==> config.mk <==
export PLATFORM = sky130hd
export DESIGN_NAME = snow64_instr_fetch_ctrl
export DESIGN_NICKNAME = d
export VERILOG_FILES = /design/src/rtl/snow64_instr_fetch_ctrl_pkg.sv /design/src/rtl/snow64_instr_fifo.sv /design/src/rtl/snow64_instr_fetch_ctrl.sv
export SDC_FILE = /design/constraint.sdc
export NUM_CORES = 1
export LEC_CHECK = 0
export CAP_MARGIN = 10
export CORE_MARGIN = 4
export CORE_UTILIZATION = 25
export DETAILED_ROUTE_END_ITERATION = 10
export GPL_TIMING_DRIVEN = 0
export SYNTH_ARGS = -nofsm -noshare
export SYNTH_HDL_FRONTEND = slang
export SYNTH_SLANG_ARGS = --single-unit
export TNS_END_PERCENT = 30
==> constraint.sdc <==
create_clock -name clk -period 8 [get_ports clk]
set_input_delay 0.8 -clock clk [delete_from_list [all_inputs] [get_ports clk]]
set_output_delay 0.8 -clock clk [all_outputs]
set_load 0.02 [all_outputs]
==> src/rtl/snow64_instr_fetch_ctrl_pkg.sv <==
// Shared types and constants for the Snow64 instruction fetch controller.
package PkgSnow64InstrFetch;

  // Default configuration of the fetch path.
  localparam int WIDTH__ADDR_DEFAULT  = 64;
  localparam int WIDTH__INSTR_DEFAULT = 32;
  localparam int FIFO_DEPTH_DEFAULT   = 2;

  // Occupancy counter width: must represent 0..DEPTH inclusive.
  function automatic int count_width(input int depth);
    return $clog2(depth) + 1;
  endfunction

  localparam int WIDTH__FIFO_COUNT = count_width(FIFO_DEPTH_DEFAULT);

  typedef enum logic [1:0] {
    ST_REQ,    // may issue a request
    ST_WAIT,   // one request in flight, response will be kept
    ST_DRAIN   // one request in flight, response will be discarded
  } fetch_state_t;

  // Buffered instruction with the address it was fetched from (default widths).
  typedef struct packed {
    logic [WIDTH__INSTR_DEFAULT-1:0] instr;
    logic [WIDTH__ADDR_DEFAULT-1:0]  pc;
  } fetch_entry_t;

endpackage

==> src/rtl/snow64_instr_fifo.sv <==
// Small synchronous FIFO holding fetched instructions. Flush dominates push.
module snow64_instr_fifo
  import PkgSnow64InstrFetch::*;
#(
  parameter int  DEPTH   = FIFO_DEPTH_DEFAULT,
  parameter type entry_t = fetch_entry_t,
  localparam int WIDTH__COUNT = count_width(DEPTH),
  localparam int WIDTH__PTR   = $clog2(DEPTH)
) (
  input  logic                    clk,
  input  logic                    rst_n,
  input  logic                    push,
  input  entry_t                  push_entry,
  input  logic                    pop,
  input  logic                    flush,
  output logic [WIDTH__COUNT-1:0] count,
  output entry_t                  head
);

  entry_t                  mem [DEPTH];
  logic [WIDTH__PTR-1:0]   rd_ptr;
  logic [WIDTH__PTR-1:0]   wr_ptr;
  logic                    push_ok;
  logic                    pop_ok;

  // Guard against overflow/underflow so the counter can never leave 0..DEPTH.
  always_comb begin
    pop_ok  = pop && (count != '0);
    push_ok = push && (count != WIDTH__COUNT'(DEPTH));
  end

  // Pointer and occupancy bookkeeping; flush empties the buffer in one cycle.
  always_ff @(posedge clk) begin
    if (!rst_n || flush) begin
      rd_ptr <= '0;
      wr_ptr <= '0;
      count  <= '0;
    end else begin
      if (push_ok) wr_ptr <= wr_ptr + 1'b1;
      if (pop_ok)  rd_ptr <= rd_ptr + 1'b1;
      count <= count + WIDTH__COUNT'(push_ok) - WIDTH__COUNT'(pop_ok);
    end
  end

  // Storage write port.
  // NOTE: the storage array is deliberately not reset; the counter alone decides
  // which entries are meaningful, and leaving it unreset keeps it as plain flops/RAM.
  always_ff @(posedge clk) begin
    if (rst_n && !flush && push_ok) mem[wr_ptr] <= push_entry;
  end

  assign head = mem[rd_ptr];

endmodule

==> src/rtl/snow64_instr_fetch_ctrl.sv <==
// Snow64 instruction fetch sequencer: one outstanding memory read, a small
// instruction buffer toward decode, and redirect handling that discards
// buffered and in-flight instructions.
module snow64_instr_fetch_ctrl
  import PkgSnow64InstrFetch::*;
#(
  parameter int                        WIDTH__ADDR  = WIDTH__ADDR_DEFAULT,
  parameter int                        WIDTH__INSTR = WIDTH__INSTR_DEFAULT,
  parameter int                        FIFO_DEPTH   = FIFO_DEPTH_DEFAULT,
  parameter logic [WIDTH__ADDR-1:0]    RESET_PC     = '0
) (
  input  logic                    clk,
  input  logic                    rst_n,
  input  logic                    in_halt,
  input  logic                    in_redirect_valid,
  input  logic [WIDTH__ADDR-1:0]  in_redirect_addr,
  output logic                    out_mem_req_valid,
  input  logic                    in_mem_req_ready,
  output logic [WIDTH__ADDR-1:0]  out_mem_req_addr,
  input  logic                    in_mem_resp_valid,
  input  logic [WIDTH__INSTR-1:0] in_mem_resp_data,
  output logic                    out_instr_valid,
  output logic [WIDTH__INSTR-1:0] out_instr,
  output logic [WIDTH__ADDR-1:0]  out_instr_pc,
  input  logic                    in_instr_ready,
  output logic                    out_busy
);

  localparam int WIDTH__COUNT = count_width(FIFO_DEPTH);

  typedef struct packed {
    logic [WIDTH__INSTR-1:0] instr;
    logic [WIDTH__ADDR-1:0]  pc;
  } entry_t;

  localparam logic [WIDTH__ADDR-1:0] ALIGN_MASK = ~WIDTH__ADDR'(3);
  localparam logic [WIDTH__ADDR-1:0] INSTR_STEP = WIDTH__ADDR'(4);

  fetch_state_t             state;
  logic [WIDTH__ADDR-1:0]   fetch_pc;
  logic [WIDTH__ADDR-1:0]   redirect_pc;
  logic [WIDTH__COUNT-1:0]  count;
  entry_t                   head;
  entry_t                   push_entry;
  logic                     room;
  logic                     req_accept;
  logic                     push;
  logic                     pop;

  // Request gating and buffer handshakes. Only one request is ever in flight
  // and ST_REQ means none is, so free space in the buffer is sufficient.
  always_comb begin
    room              = (count < WIDTH__COUNT'(FIFO_DEPTH));
    out_mem_req_valid = rst_n && (state == ST_REQ) && !in_halt &&
                        !in_redirect_valid && room;
    out_mem_req_addr  = fetch_pc;
    req_accept        = out_mem_req_valid && in_mem_req_ready;
    redirect_pc       = in_redirect_addr & ALIGN_MASK;
    // fetch_pc already points past the in-flight word.
    push_entry.instr  = in_mem_resp_data;
    push_entry.pc     = fetch_pc - INSTR_STEP;
    push              = (state == ST_WAIT) && in_mem_resp_valid && !in_redirect_valid;
    out_instr_valid   = rst_n && (count != '0);
    pop               = out_instr_valid && in_instr_ready;
    out_instr         = head.instr;
    out_instr_pc      = head.pc;
    out_busy          = rst_n && ((state != ST_REQ) || (count != '0));
  end

  // Fetch state machine and program counter.
  // NOTE: all state here uses non-blocking assignments so every branch sees the
  // pre-edge values of state and fetch_pc, independent of statement order.
  always_ff @(posedge clk) begin
    if (!rst_n) begin
      state    <= ST_REQ;
      fetch_pc <= RESET_PC & ALIGN_MASK;
    end else begin
      unique case (state)
        ST_REQ: begin
          if (in_redirect_valid) begin
            fetch_pc <= redirect_pc;
          end else if (req_accept) begin
            fetch_pc <= fetch_pc + INSTR_STEP;
            state    <= ST_WAIT;
          end
        end
        ST_WAIT: begin
          if (in_redirect_valid) begin
            fetch_pc <= redirect_pc;
            state    <= in_mem_resp_valid ? ST_REQ : ST_DRAIN;
          end else if (in_mem_resp_valid) begin
            state <= ST_REQ;
          end
        end
        ST_DRAIN: begin
          if (in_redirect_valid) fetch_pc <= redirect_pc;
          if (in_mem_resp_valid) state <= ST_REQ;
        end
        default: state <= ST_REQ;
      endcase
    end
  end

  snow64_instr_fifo #(
    .DEPTH   (FIFO_DEPTH),
    .entry_t (entry_t)
  ) u_fifo (
    .clk        (clk),
    .rst_n      (rst_n),
    .push       (push),
    .push_entry (push_entry),
    .pop        (pop),
    .flush      (in_redirect_valid),
    .count      (count),
    .head       (head)
  );

endmodule

==> results.md, run 1 <==
- Ports: 266
- Final Cycle Share: 54.3%
- Crit path max-delay family: buffers and inverters
- Core ar.: 51300 um^2
- CP required: 7.20 ns
- Buffers on Ports: 258
- Synth top area cells: edfxtp_1, dfxtp_1, mux2_2
- Most frequent cell after synthesis: edfxtp_1
- Vert. Die Dim: 236 um
- Critical Path Source Type: flip-flop
- Hold Slack: 0.524 ns
- Post-layout util: 34.0%
- Power per standard cell area: 188 nW/um^2
- Clock insertion delay at the later pin of the skew report: 0.57 ns
- Final setup viols: 0
- Hold Fails Final Rpt: 0
- Synth area leader: edfxtp_1
- Top cell type's share of synthesized area: 43.6%
- Final non-filler cell total: 2156
- Root Driver: clkbuf_16
- Post-Syn Area per Cell: 11.2 um^2
- Status: complete, no violations
- Top cells by count, synth: edfxtp_1, nand2_1, mux2_2
- Compound-cell area share of the yosys netlist: 10.8%
- CP endpoint kind: output pin
- Largest net degree at the start of global routing: 60
- Async set-reset flop share out of synthesis: 0%
- Post-synthesis cell type count: 72
- Final WL: 48.4 mm
- Htree depth: 1
- Minimum clock period: 4.34 ns
- Syn. warnings: 0
- Fraction of the mapped netlist area in simple logic gates: 16.7%
- DR pass1 iterations: 5
- Area grow syn2layout: 34.5%
- Final HPWL DP: 36.3 mm
- Slew Viols, Final: 0
- Cell Chain, Critical Path: clkbuf_1 -> clkbuf_1 -> mux2_2 -> clkdlybuf4s50_1
- Worst vdd ir: 135 uV
- Critical R2R Launch: state[0]$_SDFFE_PN0P_
- Die ar.: 55500 um^2
- Grt ovf: 0
- CTS resizes: 0
- Setup Crit Path Kind: reg -> out
- Synth Instances: 1159
- Initial antenna violation count: 1
- Xor/xnor share of the synthesized area: 4.12%
- Final GP Congestion: 0.905
- Global-route wire length before repair: 70.6 mm
- TNS Setup: 0 ns
- Hold Path Class: reg -> reg
- CP max stage delay: 0.91 ns
- Placed cell count: 2105
- Clk slew on worst S/H paths: 0.06 ns
- Crit path buf inv count: 3
- Multiplexer share of the synthesized area: 9.06%
- CTS Buffer Depth: 3
- Antenna Nets Post-Route: 0
- Synth Cell Area: 13000 um^2
- Crit path max fanout: 10
- Static Leak: 0.00566 uW
- Post-layout total power: 3280 uW
- Drt via density: 5.07
- Top cell by count, worst path: clkbuf_1
- Initial core utilization: 25.3%
- Post-CTS Setup Inserts: 0
- Synth Area in Adders: 0.772%
- Count of hold-fix buffers inserted at cts: 0
- Die W: 236 um
- Post-synth EDFFs: 188
- Arr. time, crit path: 3.54 ns
- Routed len/inst: 22.5 um
- Vias: 10900
- Max Fclk: 0.230 GHz
- Num rows: 83
- Unrepaired setup endpoints after global routing: no
- Tot GR Track Use: 16.5%
- Setup slack, reg-to-reg: 4.66 ns
- #FFs+latches synth: 257
- Layout cells sized above 1: 12.9%
- Largest family of logic cells by synthesized area: simple AND/OR/NAND/NOR gates
- Num CTS Buffers: 28
- MaxCap Viol Count: 0
- Sink Count: 257
- Residual DRC: 0
- First DRT Iteration DRCs: 807
- Relative slew slack: 21.7%
- Min-delay src: u_fifo.rd_ptr$_SDFFE_PP0P_
- Skew final: 0.0160 ns
- Worst slew pin tran: 1.17 ns
- Nets: 1566
- Seq/Total Area, Yosys: 54.2%
- Vias in the first global route: 10500
- Crit-path slowest cell: clkbuf_1
- CTS tree: yes
- Synth Flop Type: edfxtp_1
-- stage by stage --
stage	instance area, um^2	setup slack (ns)
2_1_floorplan	13000	1.98
4_1_cts	17400	3.40
3_5_place_dp	16500	4.03
5_1_grt	17400	3.39
3_3_place_gp	16400	-1.67
6_report	17400	3.66
-- final timing paths --
check	to	cells past startpoint
worst max-delay path	out_instr_pc[46]	4
worst min-delay path	flip-flop	2
worst max register to register	out_mem_req_addr[58]$_SDFFE_PN0P_	10
worst min register to register	flip-flop	2
-- power by group --
group	internal (uW)	switching, uW	leakage [uW]
Sequential	1470	30.7	0.00228
Clock	760	539	0.000449
Combinational	190	289	0.00293
-- cells by family after synthesis --
group                    after synthesis
XOR/XNOR                              61
AND/OR/NAND/NOR                      398
buffers and inverters                128
other                                  1
adder cells (fa/ha/maj)                8
multiplexers                         105
flip-flops                           257
AO/OA/AOI/OAI                        201
-- flip-flops by register name (all words and copies together), names as in the netlist, named ones only --
register	cells
u_fifo.rd_ptr	1
u_fifo.wr_ptr	1
u_fifo.count	2
out_mem_req_addr	62
state	2
u_fifo.mem	188
-- area by class of cell --
type                            instances  area (um^2)
Tap cell                              680          851
Antenna cell                            1         2.50
Inverter                               17         63.8
Multi-Input combinational cell        777         5400
Clock inverter                         19          174
Sequential cell                       257         7030
Clock buffer                           31          743
Timing Repair Buffer                  263         2680
Fill cell                            5179        33900
Buffer                                111          497
-- tightest hold or removal path: cells and delay by family, from the launching register on --
family        cells  cell delay [ns]
xor+xnor          1             0.09
flops             1             0.32
simple gates      1             0.08
-- placed cells by master (no fill, tap or decap), types with 9 or more instances in the layout --
| cell | count |
|---|---|
| a21oi_1 | 37 |
| a22oi_1 | 10 |
| a31oi_1 | 28 |
| and2_1 | 10 |
| and3_1 | 14 |
| buf_1 | 12 |
| buf_2 | 16 |
| clkbuf_1 | 74 |
| clkbuf_16 | 29 |
| clkdlybuf4s50_1 | 258 |
| dfxtp_1 | 69 |
| edfxtp_1 | 188 |
| inv_1 | 17 |
| mux2_2 | 98 |
| nand2_1 | 99 |
| nand2b_1 | 9 |
| nand3_1 | 48 |
| nand4_1 | 32 |
| nor2_1 | 60 |
| nor3_1 | 24 |
| nor4_1 | 30 |
| o21ai_0 | 33 |
| or3_1 | 12 |
| or4_1 | 20 |
| xnor2_1 | 47 |
| xor2_1 | 14 |
-- per-layer routing --
layer | global-route usage, % | routed length, um | vias up
met5 | 0 | 13 | -
met4 | 4.57 | 1230 | 2
met3 | 4.55 | 4510 | 75
met2 | 27.3 | 22900 | 485
met1 | 21.4 | 19800 | 5383
li1 | - | - | 4979
Power figures use the tool's default switching activity.
==> inputs of run 2 (changes only) <==
Clock period 8 ns to 3.6 ns, I/O delays scaled along.
==> run 2 against run 1 <==
  * Hold slack lost 0.33 ns
  * Highest routed layer unchanged
  * Cell count grew 0.23%
  * Largest cell class unchanged
  * Total power grew 120%
==> results.md, run 2 (same netlist as run 1, synthesis figures left out) <==
- Critical Path Source Type: flip-flop
- Final instance area: 17500 um^2
- Global-route wire length before repair: 71.0 mm
- Die ar.: 55500 um^2
- Hold Path Class: in -> reg
- Largest net degree at the start of global routing: 60
- Skew final: 0.0340 ns
- Most frequent cells in the layout: clkdlybuf4s50_1, edfxtp_1, nand2_1
- Htree depth: 1
- Final Cycle Share: 92.5%
- Arr. time, crit path: 3.72 ns
- Max reg flops: 188
- Setup Crit Path Kind: reg -> reg
- Critical R2R Launch: state[0]$_SDFFE_PN0P_
- Unrepaired setup endpoints after global routing: no
- CP endpoint kind: flip-flop
- Final non-filler cell total: 2161
- Placed cell count: 2106
- Power per standard cell area: 420 nW/um^2
- Static Leak: 0.00568 uW
- Drt via density: 5.04
- Worst vdd ir: 280 uV
- Max Fclk: 0.300 GHz
- Routed len/inst: 22.6 um
- Comb power frac: 14.5%
- Commonest non-fill, non-tap cell in the layout: clkdlybuf4s50_1
- Relative slew slack: 31.5%
- Worst slew pin tran: 1.02 ns
- Initial antenna violation count: 2
- Final HPWL DP: 36.6 mm
- Layout cells sized above 1: 13.2%
- Cell Int Power: 5400 uW
- Minimum clock period: 3.33 ns
- Post-Place Cell Area: 16500 um^2
- Critical path endpoint: out_mem_req_addr[41]$_SDFFE_PN0P_
- Initial core utilization: 25.3%
- Crit path max fanout: 10
- Post-layout total power: 7340 uW
- Num rows: 83
- Clock network fraction of design power: 40.1%
- Net switching power: 1940 uW
- R2r endpoint: out_mem_req_addr[41]$_SDFFE_PN0P_
- Die W: 236 um
- Final GP Congestion: 0.921
- Hold Fails Final Rpt: 0
- Core ar.: 51300 um^2
- Status: complete, no violations
- CP startpoint: state[0]$_SDFFE_PN0P_
- Final setup viols: 0
- Grt ovf: 0
- Switching share of power: 26.4%
- Post-CTS Setup Inserts: 0
- CP required: 3.99 ns
- Root Driver: clkbuf_16
- Clk slew on worst S/H paths: 0.06 ns
- Filler Cells Inserted: 5144
- Area grow syn2layout: 34.8%
- Num CTS Buffers: 29
- Ports: 266
- Worst r2r path cells: 9
- Vias: 10900
- Setup slack, reg-to-reg: 0.27 ns
- FF+latch area: 7030 um^2
- Slew Viols, Final: 0
- CTS Buffer Depth: 3
- Sequential power share: 45.4%
- Final WL: 48.9 mm
- Register with the most flip-flops: u_fifo.mem
- DR pass1 iterations: 6
- Vias in the first global route: 10500
- MaxCap Viol Count: 0
- Residual DRC: 0
- Tot GR Track Use: 16.7%
- Count of hold-fix buffers inserted at cts: 0
- CTS tree: yes
- Area of the multi-input gates: 5400 um^2
- Buffers on Ports: 258
- Vert. Die Dim: 236 um
- Sink Count: 257
- Antenna Nets Post-Route: 0
- Clock insertion delay at the later pin of the skew report: 0.58 ns
- First DRT Iteration DRCs: 860
- Nets: 1568
run 2: cell count changes in the layout (fill, tap and decap cells not counted):
cell        previous run  this run
clkinv_1               8         6
clkinv_2               4         5
dfxtp_1               69        68
buf_8                  0         1
clkinvlp_4             1         2
buf_2                 16        17
inv_6                  1         2
clkinv_4               2         1
clkbuf_1              74        77
dfxtp_2                0         1
run 2: metal layers:
metal / up-vias / GRT usage [%] / wire, um / part of all wire, %
li1: 4994 / - / - / -
met2: 487 / 28.0 / 23100 / 47
met5: - / 0 / 22 / 0.045
met4: 4 / 4.97 / 1510 / 3.1
met1: 5296 / 21.7 / 20500 / 42
met3: 102 / 3.54 / 3830 / 7.8
run 2: stage by stage:
| stage | hold slack (ns) | setup slack (ns) | utilization (%) | setup TNS [ns] |
|---|---|---|---|---|
| after floorplan | 0.459 | -0.145 | - | -13.60 |
| after global placement | 0.504 | -2.51 | 32.0 | -344.31 |
| after detailed placement | 0.510 | 0.117 | 32.2 | 0 |
| after CTS | 0.167 | 0.0269 | 34.0 | 0 |
| after global routing | 0.211 | 0.0869 | 34.1 | 0 |
| final | 0.195 | 0.269 | 34.1 | 0 |
run 2: critical path, cell delays in order (launching register included):
cell,delay (ns)
dfxtp_1,0.37
inv_1,0.09
ha_1,0.42
or2_2,0.15
clkbuf_1,0.39
clkbuf_1,0.51
buf_1,0.72
nor2_1,0.20
nand3_1,0.14
o211ai_1,0.14
run 2: cell type report:
cell class	count	area share [%]
plain buffers	110	2.82
flip-flops and latches	257	40.2
inverters	17	0.365
repair buffers	265	15.4
multi-input cells	777	30.9
clock inverters	19	1.02
clock buffers	35	4.34
diodes	1	0.0143
well taps	680	4.87
run 2: how the worst min path moves through the flow:
stage,startpoint,end,slack (ns),cells after the start
2_1_floorplan,in_mem_resp_data[0],u_fifo.mem[0][64]$_DFFE_PP_,0.46,0
3_3_place_gp,u_fifo.rd_ptr$_SDFFE_PP0P_,u_fifo.rd_ptr$_SDFFE_PP0P_,0.50,2
3_5_place_dp,u_fifo.rd_ptr$_SDFFE_PP0P_,u_fifo.rd_ptr$_SDFFE_PP0P_,0.51,2
4_1_cts,rst_n,u_fifo.wr_ptr$_SDFFE_PP0P_,0.17,3
5_1_grt,rst_n,u_fifo.rd_ptr$_SDFFE_PP0P_,0.21,3
6_report,rst_n,flip-flop,0.20,3
run 2: repair_timing:
action                                 in CTS  in global routing
setup endpoints to repair                  26                 10
resized for setup                           0                  1
endpoints found under the hold margin       0                  0
run 2: power groups by stage:
stage	registers, uW	logic, uW	clock network, uW
floorplan	3430	512	0
global placement	3390	1040	0
detailed placement	3390	1050	0
CTS	3330	1060	3030
global route	3340	1140	3150
finish	3330	1070	2940
==> inputs of run 3 (changes only) <==
Settings changed: CAP_MARGIN 10 to default, SETUP_SLACK_MARGIN from default to 0.4.
==> run 3 against run 2 <==
  * Via count grew 0.32%
  * Cell count hardly changed
  * Clock power grew 2%
==> results.md, run 3 (same netlist as run 1, synthesis figures left out) <==
- Commonest non-fill, non-tap cell in the layout: clkdlybuf4s50_1
- Die W: 236 um
- Met2 usage in global routing: 27.8%
- Worst r2r path cells: 7
- Hold Fails Final Rpt: 0
- Residual DRC: 0
- Grt ovf: 0
- Max reg flops: 188
- Unrepaired setup endpoints after global routing: yes
- Setup slack, reg-to-reg: 0.34 ns
- Num CTS Buffers: 28
- Post-Place Cell Area: 16500 um^2
- Final WL: 49.0 mm
- Final GP Congestion: 0.921
- First DRT Iteration DRCs: 816
- Crit-path slowest cell: nor4_1
- Status: complete, no violations
- Setup Crit Path Kind: reg -> reg
- CTS tree: yes
- TNS Setup: 0 ns
- Worst slew pin tran: 1.15 ns
- Most frequent cells in the layout: clkdlybuf4s50_1, edfxtp_1, nand2_1
- Critical R2R Launch: out_mem_req_addr[25]$_SDFFE_PN0P_
- Antenna Nets Post-Route: 0
- Layout cells sized above 1: 14.1%
- Max Fclk: 0.307 GHz
- Crit path max fanout: 10
- CP max stage delay: 0.61 ns
- Vias: 10900
- Die ar.: 55500 um^2
- Antenna cell count: 0
- Cell Int Power: 5460 uW
- Area grow syn2layout: 35.2%
- Vias in the first global route: 10700
- Critical Path Source Type: flip-flop
- Vert. Die Dim: 236 um
- Hold Slack: 0.203 ns
- Minimum clock period: 3.26 ns
- Sequential power share: 45.0%
- Most used routing layer: met2
- Critical path endpoint: out_mem_req_addr[60]$_SDFFE_PN0P_
- Cell Chain, Critical Path: clkbuf_1 -> nand3_1 -> nor4_1 -> clkbuf_1 -> nand2_1 -> nor4_1 -> mux2i_1
- Ports: 266
- Drt via density: 5.05
- Final instance area: 17500 um^2
- Global-route wire length before repair: 71.2 mm
- Root Driver: clkbuf_16
- Met1 Use GR: 22.0%
- Final Cycle Share: 90.6%
- CP required: 4.09 ns
- Post-Place Setup Slack: 0.0915 ns
- Sink Count: 257
- Initial core utilization: 25.3%
- Comb power frac: 14.5%
- Largest net degree at the start of global routing: 60
- Clk slew on worst S/H paths: 0.07 ns
- Core ar.: 51300 um^2
- DR pass1 iterations: 5
- Routed len/inst: 22.7 um
- CTS Buffer Depth: 3
- Net switching power: 1940 uW
- Min-delay src: rst_n
- R2r endpoint: out_mem_req_addr[60]$_SDFFE_PN0P_
- CP endpoint kind: flip-flop
- MaxCap Viol Count: 0
- Hold Path Class: in -> reg
- Nets: 1569
- Initial antenna violation count: 2
- Worst vdd ir: 266 uV
- Relative slew slack: 22.3%
- Switching share of power: 26.2%
- Static Leak: 0.00573 uW
- Filler Cells Inserted: 5161
- Tot GR Track Use: 16.7%
- Htree depth: 1
- CP startpoint: out_mem_req_addr[25]$_SDFFE_PN0P_
- GR Util met3: 3.08%
- Num rows: 83
- Final setup viols: 0
- Worst Slack Setup Final: 0.340 ns
- Buffers on Ports: 258
- Clock insertion delay at the later pin of the skew report: 0.57 ns
- Slew Viols, Final: 0
- Clock network fraction of design power: 40.5%
- Register with the most flip-flops: u_fifo.mem
- Power per standard cell area: 422 nW/um^2
- Final HPWL DP: 36.5 mm
- Skew final: 0.0229 ns
- Arr. time, crit path: 3.75 ns
run 3: cell type report:
class / instances / area, um^2 / area share [%]
repair buffers: 266 / 2700 / 15.4
well taps: 680 / 851 / 4.85
clock buffers: 38 / 801 / 4.57
multi-input cells: 777 / 5410 / 30.9
plain buffers: 111 / 517 / 2.95
clock inverters: 14 / 154 / 0.878
flip-flops and latches: 257 / 7030 / 40.1
inverters: 17 / 63.8 / 0.364
run 3: metal layers:
layer | wire (um) | share of wire [%]
met1 | 20900 | 43
met2 | 23000 | 47
met3 | 3440 | 7.0
met4 | 1620 | 3.3
met5 | 27 | 0.055
run 3: timing repair:
action	CTS	global route
hold buffers	0	0
buffers inserted	0	3
pin swaps	0	1
setup endpoints to repair	100	102
gates resized for setup	9	5
run 3: worst max-delay path, delay by kind of cell (launching register included):
family                 cells  cell delay (ns)
multiplexers               1             0.24
AND/OR/NAND/NOR            4             1.79
flip-flops                 1             0.32
buffers and inverters      2             0.83
run 3: worst min-delay path by stage:
stage | endpoint | slack, ns | depth (start not counted)
after floorplan | u_fifo.mem[0][64]$_DFFE_PP_ | 0.46 | 0
final | u_fifo.wr_ptr$_SDFFE_PP0P_ | 0.20 | 3
after global routing | out_mem_req_addr[46]$_SDFFE_PN0P_ | 0.21 | 3
after global placement | u_fifo.rd_ptr$_SDFFE_PP0P_ | 0.50 | 2
after CTS | u_fifo.wr_ptr$_SDFFE_PP0P_ | 0.17 | 3
after detailed placement | u_fifo.rd_ptr$_SDFFE_PP0P_ | 0.51 | 2
run 3: stage by stage:
stage	total power [uW]	util, %	std cells
after floorplan	3940	-	1162
after global placement	4430	32.0	2100
after detailed placement	4440	32.2	2105
after CTS	7470	34.1	2157
after global routing	7670	34.2	2160
final	7400	34.2	2160
run 3: power by group through the flow:
stage	clock network, uW	registers, uW	logic, uW
after global placement	0	3390	1040
after CTS	3080	3330	1060
after detailed placement	0	3390	1050
after floorplan	0	3430	512
final	3000	3330	1070
after global routing	3200	3340	1140
